===== src/rtl/btn_pkg.sv =====
// btn_pkg: shared constants for the push-button peripheral.
// Register word offsets, channel count and reset values.
package btn_pkg;

    localparam int NUM_BTN = 5;

    localparam logic [1:0] OFS_STATUS = 2'd0;
    localparam logic [1:0] OFS_PRESS  = 2'd1;
    localparam logic [1:0] OFS_MASK   = 2'd2;
    localparam logic [1:0] OFS_RSVD   = 2'd3;

    localparam logic [NUM_BTN-1:0] MASK_RESET = 5'b11111;

    // Zero-extend a per-button field to a bus word.
    function automatic logic [31:0] to_word(
        input logic [NUM_BTN-1:0] v
    );
        return {{(32 - NUM_BTN){1'b0}}, v};
    endfunction

endpackage


===== src/rtl/btn_debounce.sv =====
// btn_debounce: one button channel.
// Two-flop synchroniser followed by a stable-count debouncer.
module btn_debounce #(
    parameter int DEBOUNCE_CYCLES = 250000,
    parameter int CNT_W           = 18
) (
    input  logic clk,
    input  logic rst,
    input  logic in,
    output logic out
);

    localparam logic [CNT_W-1:0] CNT_LAST = CNT_W'(DEBOUNCE_CYCLES - 1);

    logic             sync1_q;
    logic             sync2_q;
    logic             deb_q;
    logic             deb_d;
    logic [CNT_W-1:0] cnt_q;
    logic [CNT_W-1:0] cnt_d;

    // Synchroniser: bring the asynchronous pin into the clk domain.
    always_ff @(posedge clk) begin
        if (rst) begin
            sync1_q <= 1'b0;
            sync2_q <= 1'b0;
        end else begin
            sync1_q <= in;
            sync2_q <= sync1_q;
        end
    end

    // Count consecutive cycles of disagreement; flip deb once stable long enough.
    always_comb begin
        cnt_d = cnt_q;
        deb_d = deb_q;
        if (sync2_q == deb_q) begin
            cnt_d = '0;
        end else if (cnt_q == CNT_LAST) begin
            deb_d = sync2_q;
            cnt_d = '0;
        end else begin
            cnt_d = cnt_q + CNT_W'(1);
        end
    end

    // Debounce state register.
    always_ff @(posedge clk) begin
        if (rst) begin
            cnt_q <= '0;
            deb_q <= 1'b0;
        end else begin
            cnt_q <= cnt_d;
            deb_q <= deb_d;
        end
    end

    assign out = deb_q;

endmodule


===== src/rtl/btn_ctrl.sv =====
// btn_ctrl: memory-mapped push-button peripheral.
// Debounced levels, masked sticky press events (W1C) and an irq summary.
module btn_ctrl
    import btn_pkg::*;
#(
    parameter logic [31:0] BASE_ADDR       = 32'h0000_8000,
    parameter int          DEBOUNCE_CYCLES = 250000,
    parameter int          CNT_W           = 18
) (
    input  logic        clk,
    input  logic        rst,
    input  logic [4:0]  btn,
    input  logic        enabler,
    input  logic        write_enabler,
    input  logic [31:0] addr,
    input  logic [3:0]  select,
    input  logic [31:0] data_input,
    output logic [31:0] data_output,
    output logic        irq
);

    logic [NUM_BTN-1:0] deb;
    logic [NUM_BTN-1:0] deb_dly_q;
    logic [NUM_BTN-1:0] rise;
    logic [NUM_BTN-1:0] set_ev;
    logic [NUM_BTN-1:0] press_q;
    logic [NUM_BTN-1:0] press_d;
    logic [NUM_BTN-1:0] mask_q;
    logic [NUM_BTN-1:0] mask_d;
    logic               irq_q;
    logic               hit;
    logic [1:0]         ofs;
    logic               wr_en;
    logic               rd_en;
    logic               unused_ok;

    for (genvar i = 0; i < NUM_BTN; i++) begin : g_ch
        btn_debounce #(
            .DEBOUNCE_CYCLES (DEBOUNCE_CYCLES),
            .CNT_W           (CNT_W)
        ) u_deb (
            .clk (clk),
            .rst (rst),
            .in  (btn[i]),
            .out (deb[i])
        );
    end

    assign hit    = (addr[31:4] == BASE_ADDR[31:4]);
    assign ofs    = addr[3:2];
    assign wr_en  = enabler & write_enabler & hit & select[0];
    assign rd_en  = enabler & ~write_enabler & hit;
    assign rise   = deb & ~deb_dly_q;
    assign set_ev = rise & mask_q;

    // Byte lanes above lane 0 and the low address bits carry nothing here.
    assign unused_ok = ^{addr[1:0], select[3:1], data_input[31:NUM_BTN]};

    // Register next-state: W1C / mask load, then a new press always wins.
    always_comb begin
        press_d = press_q;
        mask_d  = mask_q;
        if (wr_en && ofs == OFS_PRESS) begin
            press_d = press_q & ~data_input[NUM_BTN-1:0];
        end
        if (wr_en && ofs == OFS_MASK) begin
            mask_d = data_input[NUM_BTN-1:0];
        end
        press_d = press_d | set_ev;
    end

    // Edge-detect delay, sticky press, mask and irq registers.
    always_ff @(posedge clk) begin
        if (rst) begin
            deb_dly_q <= '0;
            press_q   <= '0;
            mask_q    <= MASK_RESET;
            irq_q     <= 1'b0;
        end else begin
            deb_dly_q <= deb;
            press_q   <= press_d;
            mask_q    <= mask_d;
            irq_q     <= |press_d;
        end
    end

    // Combinational read mux; idle or missed bus reads return zero.
    always_comb begin
        data_output = 32'h0;
        if (rd_en) begin
            unique case (ofs)
                OFS_STATUS: data_output = to_word(deb);
                OFS_PRESS:  data_output = to_word(press_q);
                OFS_MASK:   data_output = to_word(mask_q);
                OFS_RSVD:   data_output = 32'h0;
                default:    data_output = 32'h0;
            endcase
        end
    end

    assign irq = irq_q;

endmodule


===== config.mk =====
export PLATFORM = sky130hd
export DESIGN_NAME = btn_ctrl
export DESIGN_NICKNAME = d
export VERILOG_FILES = /design/src/rtl/btn_pkg.sv /design/src/rtl/btn_debounce.sv /design/src/rtl/btn_ctrl.sv
export SDC_FILE = /design/constraint.sdc
export NUM_CORES = 1
export LEC_CHECK = 0
export ABC_CLOCK_PERIOD_IN_PS = 2800
export CORE_MARGIN = 2
export CORE_UTILIZATION = 46
export DETAILED_ROUTE_END_ITERATION = 6
export GPL_ROUTABILITY_DRIVEN = 0
export PLACE_DENSITY_LB_ADDON = 0.15
export SYNTH_ARGS = -nofsm -noshare
export SYNTH_HDL_FRONTEND = slang
export SYNTH_SLANG_ARGS = --single-unit

===== constraint.sdc =====
create_clock -name clk -period 2.8 [get_ports clk]
set_clock_uncertainty 0.15 [all_clocks]
set_input_delay 0.84 -clock clk [delete_from_list [all_inputs] [get_ports clk]]
set_output_delay 0.84 -clock clk [all_outputs]
set_load 0.05 [all_outputs]

=== After elaboration in Yosys (flattened, before gate mapping) ===
Cells that the tools add are included.

* Mux-type cells: 3
* Reduce and logical (&&, ||, !) cells: 14
* Bitwise operators: 17
* Eq/ne operators: 14
* Add/subtract/negate cells: 5

{| class="wikitable"
|+ Operators by type and width
! operator !! count
|-
| $pmux 32 s4 || 1
|-
| $add 18x1->18 const B || 5
|-
| $eq 18x18->1 const B || 5
|-
| $mux 32 || 1
|-
| $eq 28x12->1 const B || 1
|-
| $and 5x5->5 || 3
|-
| $reduce_or 3->1 || 5
|-
| $not 5->5 || 2
|-
| $reduce_and 2->1 || 5
|-
| $not 1->1 || 6
|-
| $and 1x1->1 || 5
|-
| $eq 1x1->1 || 5
|-
| $mux 5 || 1
|-
| $or 5x5->5 || 1
|-
| $reduce_or 5->1 || 1
|-
| $eq 2x2->1 const B || 2
|-
| $eq 2x1->1 const B || 1
|-
| $logic_and 1x1->1 || 2
|-
| $logic_not 2->1 || 1
|}

* Flip-flop bits (word level): 121
* Output and inout bits: 33
* Input bits: 77
* Logic and storage cells: 77

=== Depth between registers and ports, before layout ===
* Word-level depth: 7
* Mapped depth: 8
* Mapped depth without buffers: 6

=== By module ===
Synthesis repeated with hierarchy kept, for this count alone.

* Cells, all modules: 642
* Area total of the unflattened synthesis: 5690.5 µm²

{| class="wikitable"
|+ By module, submodules not included
! module !! times used !! seq. area each (µm²) !! area an instance (µm²) !! cells each
|-
| btn_debounce || 5 || 420.4 || 914.6 || 104
|-
| btn_ctrl || 1 || 320.3 || 1117.3 || 122
|}

=== Least setup slack after synthesis ===
Ideal clock, no wire load.

* Kind: input port to output port
* From: input addr[5]
* To: output data_output[0]
* Cell stages on the path: 4
* Arrival: 2.470 ns
* Required time: 1.810 ns
* Path buffers: 0
* Slack: -0.660 ns
* Cells stage by stage: nor4b_1 nand4_1 or3_1 nor2_1

* Word-level cells in the longest chain between the ends: 3

{| class="wikitable"
|+ Ends and longest elaborated chain
! item !! line !! RTL
|-
| start: declaration || btn_ctrl.sv:15 || <nowiki>input logic [31:0] addr,</nowiki>
|-
| $eq 28x12->1 || btn_ctrl.sv:49 || <nowiki>assign hit = (addr[31:4] == BASE_ADDR[31:4]);</nowiki>
|-
| $and 1x1->1 || btn_ctrl.sv:52 || <nowiki>assign rd_en = enabler & ~write_enabler & hit;</nowiki>
|-
| $mux 32 || btn_ctrl.sv:90 || <nowiki>if (rd_en) begin</nowiki>
|-
| end: declaration || btn_ctrl.sv:18 || <nowiki>output logic [31:0] data_output,</nowiki>
|}

No other way between the ends.

=== Final worst setup path ===
* From: input addr[18]
* To: output data_output[3]

Same word-level chain as after synthesis.

==> results.tsv <==
stage	metric	value	unit
sta	holdWs	0.2828	ns
cts	clock_sinks	121	
hold_path	min_from	g_ch[2].u_deb.sync1_q$_SDFF_PP0_	
setup_path	start_kind	primary input	
setup_path	crit_fanout	5	
floorplanning	die-area	12660	um2
cts	cts_hold_buf	0	
floorplanning	die_w	112.5	um
routing	routed_via_density	5.025	
power	internal_power	0.003084	W
setup_path	reg2reg_depth	5	
global_route	overflow	0	
sta	rsz0062_at_grt	yes	
setup_path	critPathKind	primary input to output port	
routing	drc	0	
yosys	synth_flop_cell	dfxtp_1	
cts	clock_path_buffers	2	
layout	layout.cells.non_filler	843	
routing	final_antenna_net_count	0	
sta	hold_viol_final	0	
sta	finalWorstSetupSlack	-0.3721	ns
global_route	grt_max_degree	37	
cts	htree_num_levels	4	
yosys	synth_area_per_cell	8.793	um2
yosys	ys_seq_area_share	44.72	%
run_status	status	complete, but fails checks	
yosys	synth_edf_count	0	
placed_design	dp_hpwl	7118	um
placed_design	placed_cells	805	
sta	relSlewSlack	58.38	%
yosys	yosys.area.top_type	dfxtp_1	
cts	insertion_delay	0.41	ns
routing	routedWlPerCell	12.47	um
power	clkPwrFrac	50.3	%
setup_path	rr_endpoint	g_ch[0].u_deb.cnt_q[8]$_SDFF_PP0_	
setup_path	worst_r2r_startpoint	g_ch[0].u_deb.cnt_q[11]$_SDFF_PP0_	
setup_path	r2r_setup_slack	0.59	ns
cts	tritoncts	done	
sta	drv_slew	0	
floorplanning	initial_core_util	47.23	%
power	switching_power	0.0008277	W
hold_path	hold_class	flip-flop to flip-flop	
sta	setup_viol	5	
power	seqPwrFrac	44.5	%
floorplanning	num_io_pins	110	
cts	cts_buffers	17	
layout	final_area	6804	um2
power	combPwrFrac	5.2	%
sta	fin_crit_sh	113.3	%
yosys	synthesis.area	5416	um2
yosys	ys.warnings.count	0	
setup_path	worst_ep_required_time	1.81	ns
yosys	synth.distinct_cells	42	
power	power.density	574.9	nW/um2
placed_design	dpl_cell_area	6137	um2
floorplanning	fp.dieH	112.5	um
global_route	grt_usage	17.47	%
sta	worst_pin_slew	0.6243	ns
global_route	grt_first_pass_wirelength	18050	um
sta	final.min_clock_period	3.172	ns
power	power_leakage	2.290	nW
global_route	grt_pass1_vias	4050	
setup_path	crit_path_end_kind	output port	
yosys	netlist_top_cells_area	dfxtp_1 45%, nor2_1 9.2%, xnor2_1 8.7%	
yosys	synth-seq-cells	121	
routing	wl	10510	um
routing	drt-pass1-iter-count	4	
flow_run	drv_cap	0	
cts	cts.clk_slew.worst_paths	0.05	ns
run_status	violations	setup timing	
layout	area_delta_synth_final	25.62	%
layout	multi_input_area	2879	um2
routing	vias	4236	
layout	nFillCells	1014	
setup_path	crit_arrival	2.18	ns
layout	ff_latch_area	2422	um2
yosys	ys_async_sr_fraction	0	%
yosys	synth_cells	616	
routing	drt_iter0_drc	101	
hold_path	hold_depth	1	
yosys	synth_top_area_share	44.72	%
cts	clockRootBuffer	clkbuf_16	
power	switching_share	21.16	%
power	ir_drop	0.3191	mV
layout	layout-drive-gt1-share	14.16	%
layout	nets	773	
hold_path	min_to	g_ch[2].u_deb.sync2_q$_SDFF_PP0_	
sta	max_freq	0.3152	GHz
floorplanning	rows	39	
placed_design	port_buffers	50	
floorplanning	core_area	11470	um2
global_route	antenna_found_initial	1	
## layout by cell type, fill, tap and decap left out, drive strengths merged, types with 8 or more instances in the layout
cell	count
nand2	32
dfxtp	121
nand4	21
and4	8
nor2	133
inv	17
buf	45
nor3	19
a21oi	8
nor4	17
mux2i	10
xnor2	54
xor2	30
nand3	27
nor2b	21
nor4b	9
clkdlybuf4s50	15
clkbuf	25
conb	27
## routing by layer
metal / GRT usage (%) / wire, um / vias up
li1: - / - / 2165
met1: 21.47 / 4868 / 1951
met2: 27.79 / 4909 / 104
met3: 5.994 / 560 / 16
met4: 7.886 / 176 / 0
met5: 0 / 0 / -
## worst max-delay path: stages
cell and delay (ns):
buf_6 0.10, nor4_4 0.28, nand4_1 0.17, or3_4 0.51, nor2_4 0.14, buf_12 0.14
## timing repair
item | 4_1_cts | 5_1_grt
setup buffers | 9 | 2
cloned | 0 | 1
resized for setup | 100 | 15
setup endpoints to repair | 5 | 14
pin swaps | 22 | 15
## Yosys cell counts (2+ instances only)
| cell type | number |
|---|---|
| xor2_1 | 30 |
| nand2b_1 | 2 |
| mux2i_1 | 10 |
| or3_1 | 6 |
| ha_1 | 5 |
| nand3_1 | 27 |
| nor4b_1 | 9 |
| nand2_1 | 32 |
| clkbuf_1 | 6 |
| and2_1 | 2 |
| o31ai_1 | 2 |
| nor3_1 | 18 |
| nand3b_1 | 5 |
| nand4b_1 | 2 |
| nor2_1 | 133 |
| buf_2 | 2 |
| nand4_1 | 21 |
| dfxtp_1 | 121 |
| buf_4 | 33 |
| inv_1 | 17 |
| and3_1 | 5 |
| a21oi_1 | 8 |
| nor4_1 | 16 |
| and4_1 | 7 |
| o22ai_1 | 3 |
| nor2b_1 | 21 |
| xnor2_1 | 54 |
| a211o_1 | 5 |
## how the worst max path moves through the flow
| stage | start | end | slack, ns | depth (start not counted) |
|---|---|---|---|---|
| 6_report | addr[18] | data_output[3] | -0.37 | 6 |
| 4_1_cts | addr[14] | data_output[3] | -0.36 | 6 |
| 5_1_grt | addr[18] | data_output[3] | -0.42 | 6 |
| 3_3_place_gp | addr[13] | data_output[3] | -0.73 | 6 |
| 3_5_place_dp | addr[13] | data_output[3] | -0.73 | 6 |
| 2_1_floorplan | addr[13] | data_output[0] | -0.28 | 4 |
## metrics by stage
step | total power, W | utilization, % | setup TNS [ns] | setup WS, ns
2_1_floorplan | 0.001929 | - | -1.423 | -0.2846
3_3_place_gp | 0.001984 | 53.52 | -4.047 | -0.7256
3_5_place_dp | 0.001985 | 53.52 | -4.122 | -0.7261
4_1_cts | 0.003950 | 58.51 | -1.707 | -0.3573
5_1_grt | 0.004059 | 59.31 | -2.052 | -0.4238
6_report | 0.003911 | 59.33 | -1.807 | -0.3721
## power by group through the flow
| stage | Clock, W | Combinational [W] | Sequential, W |
|---|---|---|---|
| after floorplan | 0 | 0.000156 | 0.00177 |
| after global placement | 0 | 0.000211 | 0.00177 |
| after detailed placement | 0 | 0.000212 | 0.00177 |
| after CTS | 0.00201 | 0.000199 | 0.00174 |
| after global routing | 0.00211 | 0.000217 | 0.00174 |
| final | 0.00197 | 0.000204 | 0.00174 |
## flip-flops by register name, indices dropped and copies added, names as in the netlist
register	cells
mask_q	5
irq	1
g_ch.u_deb.sync1_q	5
g_ch.u_deb.sync2_q	5
deb_dly_q	5
g_ch.u_deb.cnt_q	90
press_q	5
g_ch.u_deb.out	5
## cell families after synthesis
family | synth area share (%)
AO/OA/AOI/OAI | 2.772
XOR/XNOR | 13.58
adder cells (fa/ha/maj) | 1.155
buffers and inverters | 6.930
flip-flops | 44.72
multiplexers | 1.848
other | 0.06923
AND/OR/NAND/NOR | 28.92
## final cells by class
type / count / area share (%)
Clock buffer: 23 / 7.172
Timing Repair Buffer: 73 / 10.65
Antenna cell: 1 / 0.03678
Tap cell: 143 / 2.630
Clock inverter: 4 / 0.6620
Sequential cell: 121 / 35.60
Inverter: 17 / 0.9378
Multi-Input combinational cell: 461 / 42.31
Note: power is estimated with default switching activity, not from simulation.
